[src/rtl/udp_tx_arb_if.sv]
// udp_tx_arb_if: source-side and UDP-side stream bundle for udp_tx_arb.
// master = application/stack side driving requests; slave = the arbiter.
`timescale 1ns/1ps
interface udp_tx_arb_if #(
  parameter int NUM_SRC = 4,
  parameter int PORT_W  = 16
);
  logic [8*NUM_SRC-1:0]      src_tdata_in;
  logic [NUM_SRC-1:0]        src_tvalid_in;
  logic [NUM_SRC-1:0]        src_tlast_in;
  logic [NUM_SRC-1:0]        src_tready_out;
  logic [PORT_W*NUM_SRC-1:0] src_port_in;
  logic [7:0]                udp_tdata_out;
  logic                      udp_tvalid_out;
  logic                      udp_tlast_out;
  logic                      udp_tready_in;
  logic [PORT_W-1:0]         dest_port_out;
  logic [NUM_SRC-1:0]        grant_out;
  logic                      busy_out;
  logic                      err_out;

  modport master (
    output src_tdata_in, src_tvalid_in, src_tlast_in,
    output src_port_in, udp_tready_in,
    input  src_tready_out, udp_tdata_out, udp_tvalid_out,
    input  udp_tlast_out, dest_port_out, grant_out,
    input  busy_out, err_out
  );

  modport slave (
    input  src_tdata_in, src_tvalid_in, src_tlast_in,
    input  src_port_in, udp_tready_in,
    output src_tready_out, udp_tdata_out, udp_tvalid_out,
    output udp_tlast_out, dest_port_out, grant_out,
    output busy_out, err_out
  );
endinterface

[src/rtl/udp_tx_arb.sv]
// udp_tx_arb: packet-granular round-robin mux of NUM_SRC byte streams
// onto one UDP tx path; grant locked first byte..tlast, dest port latched.
// Ports: clk, reset (sync, active high), bus (udp_tx_arb_if.slave):
//   src_* per-source stream + port in, udp_* muxed stream out,
//   dest_port_out, grant_out (one-hot), busy_out, err_out.
// Option: UDP_TX_ARB_TIMEOUT_EN forces a 0x00/tlast byte after
//   TIMEOUT_CYC stalled cycles and pulses err_out; else err_out = 0.
`timescale 1ns/1ps
module udp_tx_arb #(
  parameter int NUM_SRC     = 4,
  parameter int PORT_W      = 16,
  parameter int TIMEOUT_CYC = 1024
) (
  input logic          clk,
  input logic          reset,
  udp_tx_arb_if.slave  bus
);
  localparam int IW = (NUM_SRC > 1) ? $clog2(NUM_SRC) : 1;

  typedef enum logic {IDLE, XFER} state_t;

  state_t              state, state_n;
  logic [IW-1:0]       ptr, ptr_n;
  logic [IW-1:0]       gidx, gidx_n;
  logic [IW-1:0]       req_idx, gnext;
  logic [IW:0]         scan;
  logic                req_found;
  logic [NUM_SRC-1:0]  grant, grant_n, rdy;
  logic [PORT_W-1:0]   dest, dest_n;
  logic [7:0]          sdata [NUM_SRC];
  logic [PORT_W-1:0]   sport [NUM_SRC];
  logic [7:0]          tdata;
  logic                tvalid, tlast;

`ifdef UDP_TX_ARB_TIMEOUT_EN
  localparam int CW = $clog2(TIMEOUT_CYC + 1);
  logic [CW-1:0] cnt, cnt_n;
  logic          fire;
  logic          err, err_n;
`else
  logic          unused_timeout;
  assign unused_timeout = ^TIMEOUT_CYC;
`endif

  always_comb begin
    for (int i = 0; i < NUM_SRC; i++) begin
      sdata[i] = bus.src_tdata_in[8*i +: 8];
      sport[i] = bus.src_port_in[PORT_W*i +: PORT_W];
    end
  end

  // first requester at or after ptr, wrapping
  always_comb begin
    req_found = 1'b0;
    req_idx   = '0;
    scan      = '0;
    for (int k = 0; k < NUM_SRC; k++) begin
      scan = {1'b0, ptr} + (IW+1)'(k);
      if (scan >= (IW+1)'(NUM_SRC))
        scan = scan - (IW+1)'(NUM_SRC);
      if (!req_found && bus.src_tvalid_in[scan[IW-1:0]]) begin
        req_found = 1'b1;
        req_idx   = scan[IW-1:0];
      end
    end
  end

  assign gnext = (gidx == IW'(NUM_SRC - 1)) ? '0 : gidx + IW'(1);

  always_comb begin
    state_n = state;
    ptr_n   = ptr;
    gidx_n  = gidx;
    grant_n = grant;
    dest_n  = dest;
    rdy     = '0;
    tdata   = '0;
    tvalid  = 1'b0;
    tlast   = 1'b0;
`ifdef UDP_TX_ARB_TIMEOUT_EN
    cnt_n   = '0;
    err_n   = 1'b0;
    fire    = 1'b0;
`endif
    unique case (state)
      IDLE: begin
        if (req_found) begin
          state_n = XFER;
          gidx_n  = req_idx;
          grant_n = NUM_SRC'(1) << req_idx;
          dest_n  = sport[req_idx];
        end
      end
      XFER: begin
        tdata     = sdata[gidx];
        tvalid    = bus.src_tvalid_in[gidx];
        tlast     = bus.src_tlast_in[gidx];
        rdy[gidx] = bus.udp_tready_in;
`ifdef UDP_TX_ARB_TIMEOUT_EN
        fire = (cnt == CW'(TIMEOUT_CYC));
        // stalled source: close the packet with a filler byte
        if (fire) begin
          tdata  = 8'h00;
          tvalid = 1'b1;
          tlast  = 1'b1;
          rdy    = '0;
        end
        if (tvalid && bus.udp_tready_in)
          cnt_n = '0;
        else if (!fire)
          cnt_n = cnt + CW'(1);
        else
          cnt_n = cnt;
        err_n = fire && bus.udp_tready_in;
`endif
        if (tvalid && tlast && bus.udp_tready_in) begin
          state_n = IDLE;
          grant_n = '0;
          ptr_n   = gnext;
        end
      end
      default: state_n = IDLE;
    endcase
  end

  always_ff @(posedge clk) begin
    if (reset) begin
      state <= IDLE;
      ptr   <= '0;
      gidx  <= '0;
      grant <= '0;
      dest  <= '0;
`ifdef UDP_TX_ARB_TIMEOUT_EN
      cnt   <= '0;
      err   <= 1'b0;
`endif
    end else begin
      state <= state_n;
      ptr   <= ptr_n;
      gidx  <= gidx_n;
      grant <= grant_n;
      dest  <= dest_n;
`ifdef UDP_TX_ARB_TIMEOUT_EN
      cnt   <= cnt_n;
      err   <= err_n;
`endif
    end
  end

  assign bus.udp_tdata_out  = tdata;
  assign bus.udp_tvalid_out = tvalid;
  assign bus.udp_tlast_out  = tlast;
  assign bus.src_tready_out = rdy;
  assign bus.dest_port_out  = dest;
  assign bus.grant_out      = grant;
  assign bus.busy_out       = (state == XFER);
`ifdef UDP_TX_ARB_TIMEOUT_EN
  assign bus.err_out        = err;
`else
  assign bus.err_out        = 1'b0;
`endif
endmodule

[src/flat_wrapper.sv]
// flat-port wrapper written by rule: the top's interface ports become plain ports
module udp_tx_arb_flat 
#(
  parameter int NUM_SRC     = 4,
  parameter int PORT_W      = 16,
  parameter int TIMEOUT_CYC = 1024
)
  (clk, reset, bus_src_tdata_in, bus_src_tvalid_in, bus_src_tlast_in, bus_src_port_in, bus_udp_tready_in, bus_src_tready_out, bus_udp_tdata_out, bus_udp_tvalid_out, bus_udp_tlast_out, bus_dest_port_out, bus_grant_out, bus_busy_out, bus_err_out);
  udp_tx_arb_if #(.NUM_SRC(NUM_SRC), .PORT_W(PORT_W)) bus_i ();
  input logic clk;
  input logic reset;
  input wire logic [$bits(bus_i.src_tdata_in)-1:0] bus_src_tdata_in;
  input wire logic [$bits(bus_i.src_tvalid_in)-1:0] bus_src_tvalid_in;
  input wire logic [$bits(bus_i.src_tlast_in)-1:0] bus_src_tlast_in;
  input wire logic [$bits(bus_i.src_port_in)-1:0] bus_src_port_in;
  input wire logic [$bits(bus_i.udp_tready_in)-1:0] bus_udp_tready_in;
  output wire logic [$bits(bus_i.src_tready_out)-1:0] bus_src_tready_out;
  output wire logic [$bits(bus_i.udp_tdata_out)-1:0] bus_udp_tdata_out;
  output wire logic [$bits(bus_i.udp_tvalid_out)-1:0] bus_udp_tvalid_out;
  output wire logic [$bits(bus_i.udp_tlast_out)-1:0] bus_udp_tlast_out;
  output wire logic [$bits(bus_i.dest_port_out)-1:0] bus_dest_port_out;
  output wire logic [$bits(bus_i.grant_out)-1:0] bus_grant_out;
  output wire logic [$bits(bus_i.busy_out)-1:0] bus_busy_out;
  output wire logic [$bits(bus_i.err_out)-1:0] bus_err_out;
  assign bus_i.src_tdata_in = bus_src_tdata_in;
  assign bus_i.src_tvalid_in = bus_src_tvalid_in;
  assign bus_i.src_tlast_in = bus_src_tlast_in;
  assign bus_i.src_port_in = bus_src_port_in;
  assign bus_i.udp_tready_in = bus_udp_tready_in;
  assign bus_src_tready_out = bus_i.src_tready_out;
  assign bus_udp_tdata_out = bus_i.udp_tdata_out;
  assign bus_udp_tvalid_out = bus_i.udp_tvalid_out;
  assign bus_udp_tlast_out = bus_i.udp_tlast_out;
  assign bus_dest_port_out = bus_i.dest_port_out;
  assign bus_grant_out = bus_i.grant_out;
  assign bus_busy_out = bus_i.busy_out;
  assign bus_err_out = bus_i.err_out;
  udp_tx_arb #(.NUM_SRC(NUM_SRC), .PORT_W(PORT_W), .TIMEOUT_CYC(TIMEOUT_CYC)) u_core (.clk(clk), .reset(reset), .bus(bus_i));
endmodule
[config.mk]
export PLATFORM = sky130hd
export DESIGN_NAME = udp_tx_arb_flat
export DESIGN_NICKNAME = d
export VERILOG_FILES = /design/src/rtl/udp_tx_arb_if.sv /design/src/rtl/udp_tx_arb.sv /design/src/flat_wrapper.sv
export SDC_FILE = /design/constraint.sdc
export NUM_CORES = 1
export LEC_CHECK = 0
export ABC_CLOCK_PERIOD_IN_PS = 2210
export CAP_MARGIN = 5
export CORE_MARGIN = 1.5
export CORE_UTILIZATION = 33
export DETAILED_ROUTE_END_ITERATION = 12
export PLACE_DENSITY = 0.81
export SETUP_SLACK_MARGIN = 0.02
export SYNTH_ARGS = -nofsm -noshare
export SYNTH_HDL_FRONTEND = slang
export SYNTH_SLANG_ARGS = --single-unit
export TNS_END_PERCENT = 30
[constraint.sdc]
create_clock -name clk -period 2.21 [get_ports clk]
set_input_delay 0.3315 -clock clk [delete_from_list [all_inputs] [get_ports clk]]
set_output_delay 0.3315 -clock clk [all_outputs]
set_load 0.1 [all_outputs]
==> results.json <==
{
  "outcome": "finished clean",
  "yosysTopAreaCell": "dfxtp_1",
  "clk_latency_ns": 0.27,
  "dr.pass1.iters": 8,
  "initial_core_util_pct": 34.3,
  "start_kind": "primary input",
  "ys.flop_type": "dfxtp_1",
  "criticalPathCategory": "primary input to primary output",
  "grt_pass1_vias": 2070,
  "nNetsFinal": 442,
  "overflow": 0,
  "dieArea_um2": 5760,
  "setup_ws_ns": 0.0664,
  "synth_area_leaders": "dfxtp_1, mux4_2, a222oi_1",
  "setup_viol": 0,
  "hold_viol": 0,
  "fin_skew_ns": 0.00676,
  "cp_data_required_time_ns": 1.88,
  "tns_ns": 0,
  "hold_class": "register to register",
  "htreeDepth": 1,
  "stdcell_count": 400,
  "cts_sinks": 25,
  "finalWirelength_mm": 6.50,
  "synth_top_area_share_pct": 28.6,
  "cts_buffers": 3,
  "end_kind": "primary output",
  "postRouteAntennaNets": 0,
  "power_uw": 1790,
  "worst_pin_slew_ns": 0.531,
  "place_area_um2": 3350,
  "wl_per_cell_um": 16.3,
  "grt_pass1_wl_mm": 9.76,
  "syn_inst": 193,
  "die_w_um": 75.9,
  "synthToLayoutAreaGrowth_pct": 94.4,
  "n_antenna_cell": 0,
  "period_share_pct": 97.0,
  "ys_warn_count": 0,
  "yosys.cell_types.count": 35,
  "synth_nets": 304,
  "period_needed_ns": 2.14,
  "dr_total_vias": 2098,
  "path_max_fanout": 9,
  "worstPathArrival_ns": 1.81,
  "antenna_found_initial": 0,
  "worst_ir_drop_vdd_uv": 304,
  "ctsLongestPathBuffers": 2,
  "grt_util_all_layers_pct": 21.9,
  "rows": 26,
  "power.density_nw_per_um2": 525,
  "rsz0062_at_grt": "false",
  "drive_gt1_share_pct": 24.2,
  "post-dp-hpwl_mm": 5.20,
  "die_y_um": 75.9,
  "final_area_um2": 3410,
  "maxCapViolCount": 0,
  "seqCellArea_um2": 502,
  "grt_max_degree": 21,
  "dp_slack_ns": -0.188,
  "fmax_mhz": 467,
  "port_buffers": 141,
  "syn_area_um2": 1750,
  "yosys-top-cells-count": "dfxtp_1, nor2_1, nand2_1",
  "synth_edf_count": 0,
  "multi_input_area_um2": 1120,
  "root_buffer": "clkbuf_8",
  "avgSynthCellArea_um2": 9.08,
  "drcViolationCount": 0,
  "dpl.cell_count": 396,
  "detail_route.vias_per_cell": 5.25,
  "leakagePower_uw": 0.00132,
  "clk_pin_slew_worst_paths_ns": 0.09,
  "first_iter_violations": 225,
  "io_pins": 143,
  "ys_ff_latch": 25,
  "globalplace.congestion": 0.882,
  "ys_seq_area_share_pct": 28.6,
  "core_area_um2": 5110,
  "async_reset_ff_share_pct": 0,
  "slew-limit-headroom_pct": 64.6,
  "drv_slew": 0,
  "cts_tree": "yes",
  "nFillCells": 400
}
-- logic make-up after synthesis --
group,share of synthesized area (%)
adders and majority gates,2.86
DFF,28.6
and+or+nand+nor,19.8
AOI/OAI and AO/OA,24.7
buffers and inverters,8.71
other,0.214
muxes,15.1
-- area by class of cell --
type                            instances  area share (%)
Sequential cell                        25            14.7
Multi-Input combinational cell        140            32.9
Clock buffer                            4            1.32
Inverter                                7           0.771
Tap cell                               70            2.57
Timing Repair Buffer                  154            47.7
-- per-layer routing --
metal / part of all wire [%] / wire length [µm] / track usage [%] / vias up
met2: 55 / 3600 / 41.6 / 80
met4: 0.68 / 44 / 3.77 / 0
met5: 0 / 0 / 0 / -
met1: 38 / 2500 / 25.7 / 994
met3: 5.6 / 363 / 3.97 / 4
li1: - / - / - / 1020
-- flip-flops by register name (all words and copies together), names as in the netlist --
register	cells
u_core.ptr	2
u_core.bus.grant_out	4
u_core.bus.busy_out	1
u_core.gidx	2
u_core.bus.dest_port_out	16
-- through the flow --
stage               hold slack (ns)  utilization (%)
global route                  0.508             66.7
CTS                           0.469             66.5
global placement              0.441             65.6
finish                        0.473             66.7
detailed placement            0.457             65.6
floorplan                     0.404                -
-- what timing repair did --
item | CTS | global route
setup buffers | 0 | 0
hold buffers | 0 | 0
endpoints found under the setup margin | 0 | 11
resized for setup | 0 | 2
-- worst paths after layout --
check | endpoint | from | slack (ns) | cells after the start
setup / recovery | bus_udp_tvalid_out | bus_src_tvalid_in[0] | 0.07 | 4
setup reg to reg | u_core.bus.dest_port_out[13]$_SDFFE_PP0P_ | u_core.ptr[1]$_SDFFE_PP0P_ | 0.25 | 4
hold / removal | u_core.bus.grant_out[0]$_SDFFE_PP0P_ | u_core.bus.grant_out[0]$_SDFFE_PP0P_ | 0.47 | 2
hold reg to reg | u_core.bus.grant_out[0]$_SDFFE_PP0P_ | u_core.bus.grant_out[0]$_SDFFE_PP0P_ | 0.47 | 2
-- worst max-delay path, stage by stage --
cell and delay (ns):
clkdlybuf4s50_1 0.55, mux4_2 0.53, and2_2 0.23, buf_12 0.16
-- power breakdown --
part | internal (µW) | total, µW | switching (µW)
registers | 488 | 518 | 29.3
clock network | 129 | 273 | 144
logic | 411 | 998 | 587
-- cells in the final DEF (no fill, tap or decap), types with 2 or more instances in the layout --
cell type | synthesis | final
mux4_2 | 10 | 10
dfxtp_1 | 25 | 24
nor2_1 | 25 | 25
clkbuf_8 | 0 | 3
nor2b_1 | 2 | 2
and2_2 | 0 | 10
a21oi_1 | 6 | 6
buf_4 | 2 | 31
nor3_1 | 3 | 3
a221oi_1 | 2 | 2
nand2_1 | 18 | 18
o21ai_1 | 3 | 3
mux2i_1 | 4 | 4
and3_1 | 4 | 3
inv_1 | 6 | 6
ha_1 | 4 | 4
nand2b_1 | 4 | 4
clkdlybuf4s50_1 | 0 | 106
buf_12 | 0 | 16
a22o_1 | 2 | 2
a222oi_1 | 16 | 16
a311oi_1 | 16 | 16
(Power assumes the default switching activity.)
==> RTL change 1 (same flow settings) <==
`PORT_W` is set to 16 in 3 places; all go to 18.
--- a/src/rtl/udp_tx_arb_if.sv
+++ b/src/rtl/udp_tx_arb_if.sv
@@ -4,5 +4,5 @@
 interface udp_tx_arb_if #(
   parameter int NUM_SRC = 4,
-  parameter int PORT_W  = 16
+  parameter int PORT_W  = 18
 );
   logic [8*NUM_SRC-1:0]      src_tdata_in;
--- a/src/rtl/udp_tx_arb.sv
+++ b/src/rtl/udp_tx_arb.sv
@@ -9,5 +9,5 @@
 module udp_tx_arb #(
   parameter int NUM_SRC     = 4,
-  parameter int PORT_W      = 16,
+  parameter int PORT_W      = 18,
   parameter int TIMEOUT_CYC = 1024
 ) (
--- a/src/flat_wrapper.sv
+++ b/src/flat_wrapper.sv
@@ -3,5 +3,5 @@
 #(
   parameter int NUM_SRC     = 4,
-  parameter int PORT_W      = 16,
+  parameter int PORT_W      = 18,
   parameter int TIMEOUT_CYC = 1024
 )
Ports: changed (resized bus_dest_port_out and bus_src_port_in); port bits go from 143 to 153. The function was not compared with the original's and may differ.
==> RTL change 1 against the unedited design <==
Power is 4.3% higher; clock skew decreased by 0.0044 ns; wire length increased by 2.9%; global-route usage is 0.27 points higher; design area is 6.8% higher; synthesized area grew 4.7%; setup slack improved by 0.049 ns; sequential cell count is 2 higher; synthesized cell count up 6.7%; highest routed layer unchanged.
==> RTL change 1: results (changes against the unedited design) <==
\begin{tabular}{lr}
\hline
Metric & Value \\
\hline
\multicolumn{2}{l}{\textbf{STA}} \\
Layout Skew & 0.00238 ns (was 0.00676 ns) \\
\multicolumn{2}{l}{\textbf{Clock network}} \\
Maximum number of buffers from clock root to sink & 2 (unchanged) \\
Number of buffers inserted by post-CTS setup repair & 0 (unchanged) \\
Source-to-sink clock delay at the later pin of the worst-skew pair & about 0.26 ns \\
\multicolumn{2}{l}{\textbf{Setup path}} \\
Cells on worst reg2reg path & 5 (was 4) \\
R2R setup slack & 0.49 ns (was 0.25 ns) \\
Crit. Startpoint & bus\_src\_tvalid\_in[2] (was bus\_src\_tvalid\_in[0]) \\
Crit Path Max Fanout & 6 (was 9) \\
Arrival time worst endpoint & 1.76 ns (was 1.81 ns) \\
Endpoint of the lowest-slack register-to-register path & u\_core.bus.dest\_port\_out[15] (was u\_core.bus.dest\_port\_out[13]) \\
\multicolumn{2}{l}{\textbf{Global route}} \\
Total GRT Usage & 22.2\% (was 21.9\%) \\
Wire length of the first global-routing pass & 10.9 mm (was 9.76 mm) \\
Largest net degree at the start of global routing & 22 (was 21) \\
\multicolumn{2}{l}{\textbf{Power and ir drop}} \\
Static leakage & 1.43 nW (was 1.32 nW) \\
Largest vdd supply drop & 265 uV (was 304 uV) \\
\multicolumn{2}{l}{\textbf{Cells and area}} \\
Layout cells sized above 1 & 24.6\% (was 24.2\%) \\
Final-layout fill cell count & 408 (was 400) \\
Flip-flop count of the largest register after layout & 18 (was 16) \\
Final Net Count & 478 (was 442) \\
\multicolumn{2}{l}{\textbf{Synthesis}} \\
Synth cell types & 38 (was 35) \\
Register area share after synthesis & 29.4\% (was 28.6\%) \\
Number of synthesis warnings & 0 (unchanged) \\
Post-Synthesis Net Count & 325 (was 304) \\
Area contributors post-synth & sky130\_fd\_sc\_hd\_\_dfxtp\_1, sky130\_fd\_sc\_hd\_\_mux4\_2, sky130\_fd\_sc\_hd\_\_a222oi\_1 (unchanged) \\
Post-synth top cells & sky130\_fd\_sc\_hd\_\_dfxtp\_1, sky130\_fd\_sc\_hd\_\_nor2\_1, sky130\_fd\_sc\_hd\_\_nand2\_1, sky130\_fd\_sc\_hd\_\_a222oi\_1, sky130\_fd\_sc\_hd\_\_a311oi\_1 (unchanged) \\
\multicolumn{2}{l}{\textbf{Place}} \\
HPWL reported at the end of detailed placement & 5.59 mm (was 5.20 mm) \\
Final RePlAce weighted congestion & 0.864 (was 0.882) \\
Placement Setup Slack & 0.0411 ns (was -0.188 ns) \\
Buffers on Ports & 151 (was 141) \\
Placed inst area & 0.00360 sq mm (was 0.00335 sq mm) \\
\multicolumn{2}{l}{\textbf{Detailed routing}} \\
Detailed-route via count & 2253 (was 2098) \\
Drt initial violations & 184 (was 225) \\
Drt wl/cell & 15.6 um (was 16.3 um) \\
Number of iterations in the first detailed-routing pass & 5 (was 8) \\
\multicolumn{2}{l}{\textbf{Run status}} \\
Outcome & complete, no violations (unchanged) \\
\hline
\end{tabular}
==> RTL change 1: cell types whose count changed after synthesis, sizes merged, moves of 3 or more <==
cell | unedited run | this run
a21oi | 6 | 10
clkbuf | 6 | 9
nand2 | 18 | 23
nand3 | 0 | 3
==> RTL change 1: metrics by stage <==
step                      cells  power, W
after CTS                   428   0.00188
after global placement      424   0.00159
after floorplan             206   0.00118
final                       428   0.00187
after detailed placement    424   0.00161
after global routing        428   0.00195
==> RTL change 1: kinds of logic (layout without fill, tap and decap cells) <==
logic type	after synthesis	in the layout	synth area share, %
simple gates	75	75	18.9
buf+inv	29	181	8.72
compound gates	58	58	26.4
other cells	1	1	0.204
fa+ha+maj	4	4	2.73
flops	27	27	29.4
mux	12	12	13.6
==> RTL change 1: power breakdown <==
| group | internal, W | leakage [nW] | switching, W |
|---|---|---|---|
| Combinational | 0.000432 | 1.18 | 0.000603 |
| Sequential | 0.000527 | 0.223 | 0.0000300 |
| Clock | 0.000129 | 0.0228 | 0.000144 |
==> RTL change 1: layout make-up <==
class / count / area (sq um) / area share (%)
multi-input cells: 150 / 1150 / 31.5
flip-flops and latches: 27 / 542 / 14.9
repair buffers: 171 / 1790 / 49.3
inverters: 6 / 22.5 / 0.619
clock buffers: 4 / 45.0 / 1.24
well taps: 70 / 87.6 / 2.41
==> RTL change 1: per-layer routing <==
metal	up-vias	GRT usage (%)	part of all wire, %
li1	1105	-	-
met1	1051	26.0	39
met2	91	43.1	55
met3	6	2.35	5.0
met4	0	4.00	0.82
met5	-	0	0
==> RTL change 1: worst max-delay path: stages <==
cell,delay [ns]
sky130_fd_sc_hd__clkdlybuf4s50_1,0.51
sky130_fd_sc_hd__mux4_2,0.52
sky130_fd_sc_hd__and2_2,0.23
sky130_fd_sc_hd__buf_12,0.17
==> RTL change 1: worst min-delay path by stage <==
stage	startpoint	endpoint	slack [ns]	cells after the start
floorplan	bus_src_port_in[39]	u_core.bus.dest_port_out[3]	0.49	2
global placement	u_core.bus.grant_out[3]	u_core.bus.grant_out[3]	0.45	2
detailed placement	u_core.bus.grant_out[3]	u_core.bus.grant_out[3]	0.47	2
CTS	u_core.bus.grant_out[3]	u_core.bus.grant_out[3]	0.48	2
global route	u_core.bus.grant_out[3]	u_core.bus.grant_out[3]	0.52	2
finish	u_core.bus.grant_out[3]	u_core.bus.grant_out[3]	0.47	2
==> RTL change 2 (same flow settings) <==
Made on the original files. Reset style: asynchronous (`reset`), changed in one clocked block.
--- a/src/rtl/udp_tx_arb.sv
+++ b/src/rtl/udp_tx_arb.sv
@@ -124,5 +124,5 @@
   end
 
-  always_ff @(posedge clk) begin
+  always_ff @(posedge clk or posedge reset) begin
     if (reset) begin
       state <= IDLE;
Function: differs if reset is asserted again (counterexample within 4 cycles, from zero or initial values and one cycle with reset high); with reset held inactive, the same outputs for 10 cycles.
==> RTL change 2 against the unedited design <==
Design area increased by 7.5%; global-route usage decreased by 1.1 points; die area up 14%; sequential cell count did not move; clock skew is 0.0038 ns lower; non-clock buffer count is 7 higher; count of clock-buffer cells in the layout down 1; wire length up 11%; setup slack improved by 0.019 ns; synthesized area up 14%; first-iteration DRC count fell by 52%; critical endpoint unchanged.
Power is left out: it rests on default switching activity, and per cell area and clock period it moved more than threefold.
==> RTL change 2: results (changes against the unedited design) <==
\begin{tabular}{lr}
\hline
Metric & Value \\
\hline
\multicolumn{2}{l}{\textbf{Global route}} \\
Wire length of the first global-routing pass & 10.6 mm (was 9.76 mm) \\
Initial antenna violation count & 0 (unchanged) \\
Total GRT Usage & 20.8\% (was 21.9\%) \\
Vias in the first global route & 2209 (was 2070) \\
Met3 Track Usage GR & 2.47\% (was 3.97\%) \\
Global-route met2 utilization & 38.4\% (was 41.6\%) \\
Global Route met1 Usage & 25.6\% (was 25.7\%) \\
\multicolumn{2}{l}{\textbf{Run status}} \\
Outcome & complete, no violations (unchanged) \\
\multicolumn{2}{l}{\textbf{Detailed routing}} \\
Drt initial violations & 108 (was 225) \\
Routed length on met1 & 2.83 mm (was 2.50 mm) \\
Number of iterations in the first detailed-routing pass & 4 (was 8) \\
Mean number of vias per cell & 5.46 (was 5.25) \\
Detailed Route WL & 7.25 mm (was 6.50 mm) \\
Drt wl/cell & 17.0 um (was 16.3 um) \\
Metal3 WL & 547 um (was 363 um) \\
\multicolumn{2}{l}{\textbf{Setup path}} \\
Crit Path Max Fanout & 13 (was 9) \\
R2R setup slack & 0.39 ns (was 0.25 ns) \\
\multicolumn{2}{l}{\textbf{Synthesis}} \\
Post-Synthesis Net Count & 323 (was 304) \\
Post-synth top cells & sky130\_fd\_sc\_hd\_\_dfrtp\_1, sky130\_fd\_sc\_hd\_\_nor2\_1, sky130\_fd\_sc\_hd\_\_a21oi\_1 (was sky130\_fd\_sc\_hd\_\_dfxtp\_1, sky130\_fd\_sc\_hd\_\_nor2\_1, sky130\_fd\_sc\_hd\_\_nand2\_1, sky130\_fd\_sc\_hd\_\_a222oi\_1, sky130\_fd\_sc\_hd\_\_a311oi\_1) \\
Register area share after synthesis & 31.3\% (was 28.6\%) \\
Proportion of register bits with asynchronous set or reset after synthesis & 100\% (was 0\%) \\
\multicolumn{2}{l}{\textbf{Clock network}} \\
Source-to-sink clock delay at the later pin of the worst-skew pair & 0.26 ns \\
Number of gates resized after cts & 1 (was 0) \\
Maximum number of buffers from clock root to sink & 2 (unchanged) \\
\multicolumn{2}{l}{\textbf{STA}} \\
Fin worst setup slack & 0.0856 ns (was 0.0664 ns) \\
Max-Slew Margin vs Limit & 52.1\% (was 64.6\%) \\
Worst hold margin & 0.386 ns (was 0.473 ns) \\
\multicolumn{2}{l}{\textbf{Cells and area}} \\
Final-layout fill cell count & 478 (was 400) \\
Layout cells sized above 1 & 24.7\% (was 24.2\%) \\
\multicolumn{2}{l}{\textbf{Place}} \\
Placed cell count & 422 (was 396) \\
Placed inst area & 0.00358 sq mm (was 0.00335 sq mm) \\
Placement Setup Slack & 0.0351 ns (was -0.188 ns) \\
\multicolumn{2}{l}{\textbf{Min path}} \\
Worst hold path class & in -> async (was reg -> reg) \\
\hline
\end{tabular}
## RTL change 2: cell count changes after synthesis, sizes merged, moves of 16 or more
| cell | unedited run | this run |
|---|---|---|
| a222oi | 16 | 0 |
| o211ai | 0 | 16 |
| a32oi | 0 | 16 |
| dfrtp | 0 | 25 |
| dfxtp | 25 | 0 |
| a311oi | 16 | 0 |
## RTL change 2: path summary, 6_finish.rpt
path	start	endpoint
worst max-delay path	u_core.gidx[1]	bus_udp_tvalid_out
worst min-delay path	reset	u_core.bus.grant_out[2]
worst max register to register	u_core.ptr[1]	u_core.bus.dest_port_out[10]
worst min register to register	u_core.bus.grant_out[0]	u_core.bus.grant_out[0]
max in group asynchronous	reset	u_core.bus.dest_port_out[9]
min in group clk	u_core.bus.grant_out[0]	u_core.bus.grant_out[0]
## RTL change 2: worst max-delay path, stage by stage (launching register included)
cell and delay (ns):
sky130_fd_sc_hd__dfrtp_1 0.70, sky130_fd_sc_hd__mux4_1 0.42, sky130_fd_sc_hd__and2_2 0.24, sky130_fd_sc_hd__buf_12 0.16
## RTL change 2: cells by family after synthesis
| group | after synthesis | share of synthesized area (%) |
|---|---|---|
| muxes | 11 | 12.0 |
| and+or+nand+nor | 56 | 14.2 |
| buffers and inverters | 31 | 10.2 |
| adders and majority gates | 4 | 2.50 |
| AOI/OAI and AO/OA | 84 | 29.7 |
| other | 1 | 0.187 |
| DFF | 25 | 31.3 |
## RTL change 2: cell type report
cell class              instances  area (sq um)  area share, %
repair buffers                161          1690           46.0
multi-input cells             156          1190           32.4
flip-flops and latches         25           628           17.1
well taps                      75          93.8           2.56
clock buffers                   3          41.3           1.13
inverters                       6          22.5          0.615
clock inverters                 1          5.00          0.137
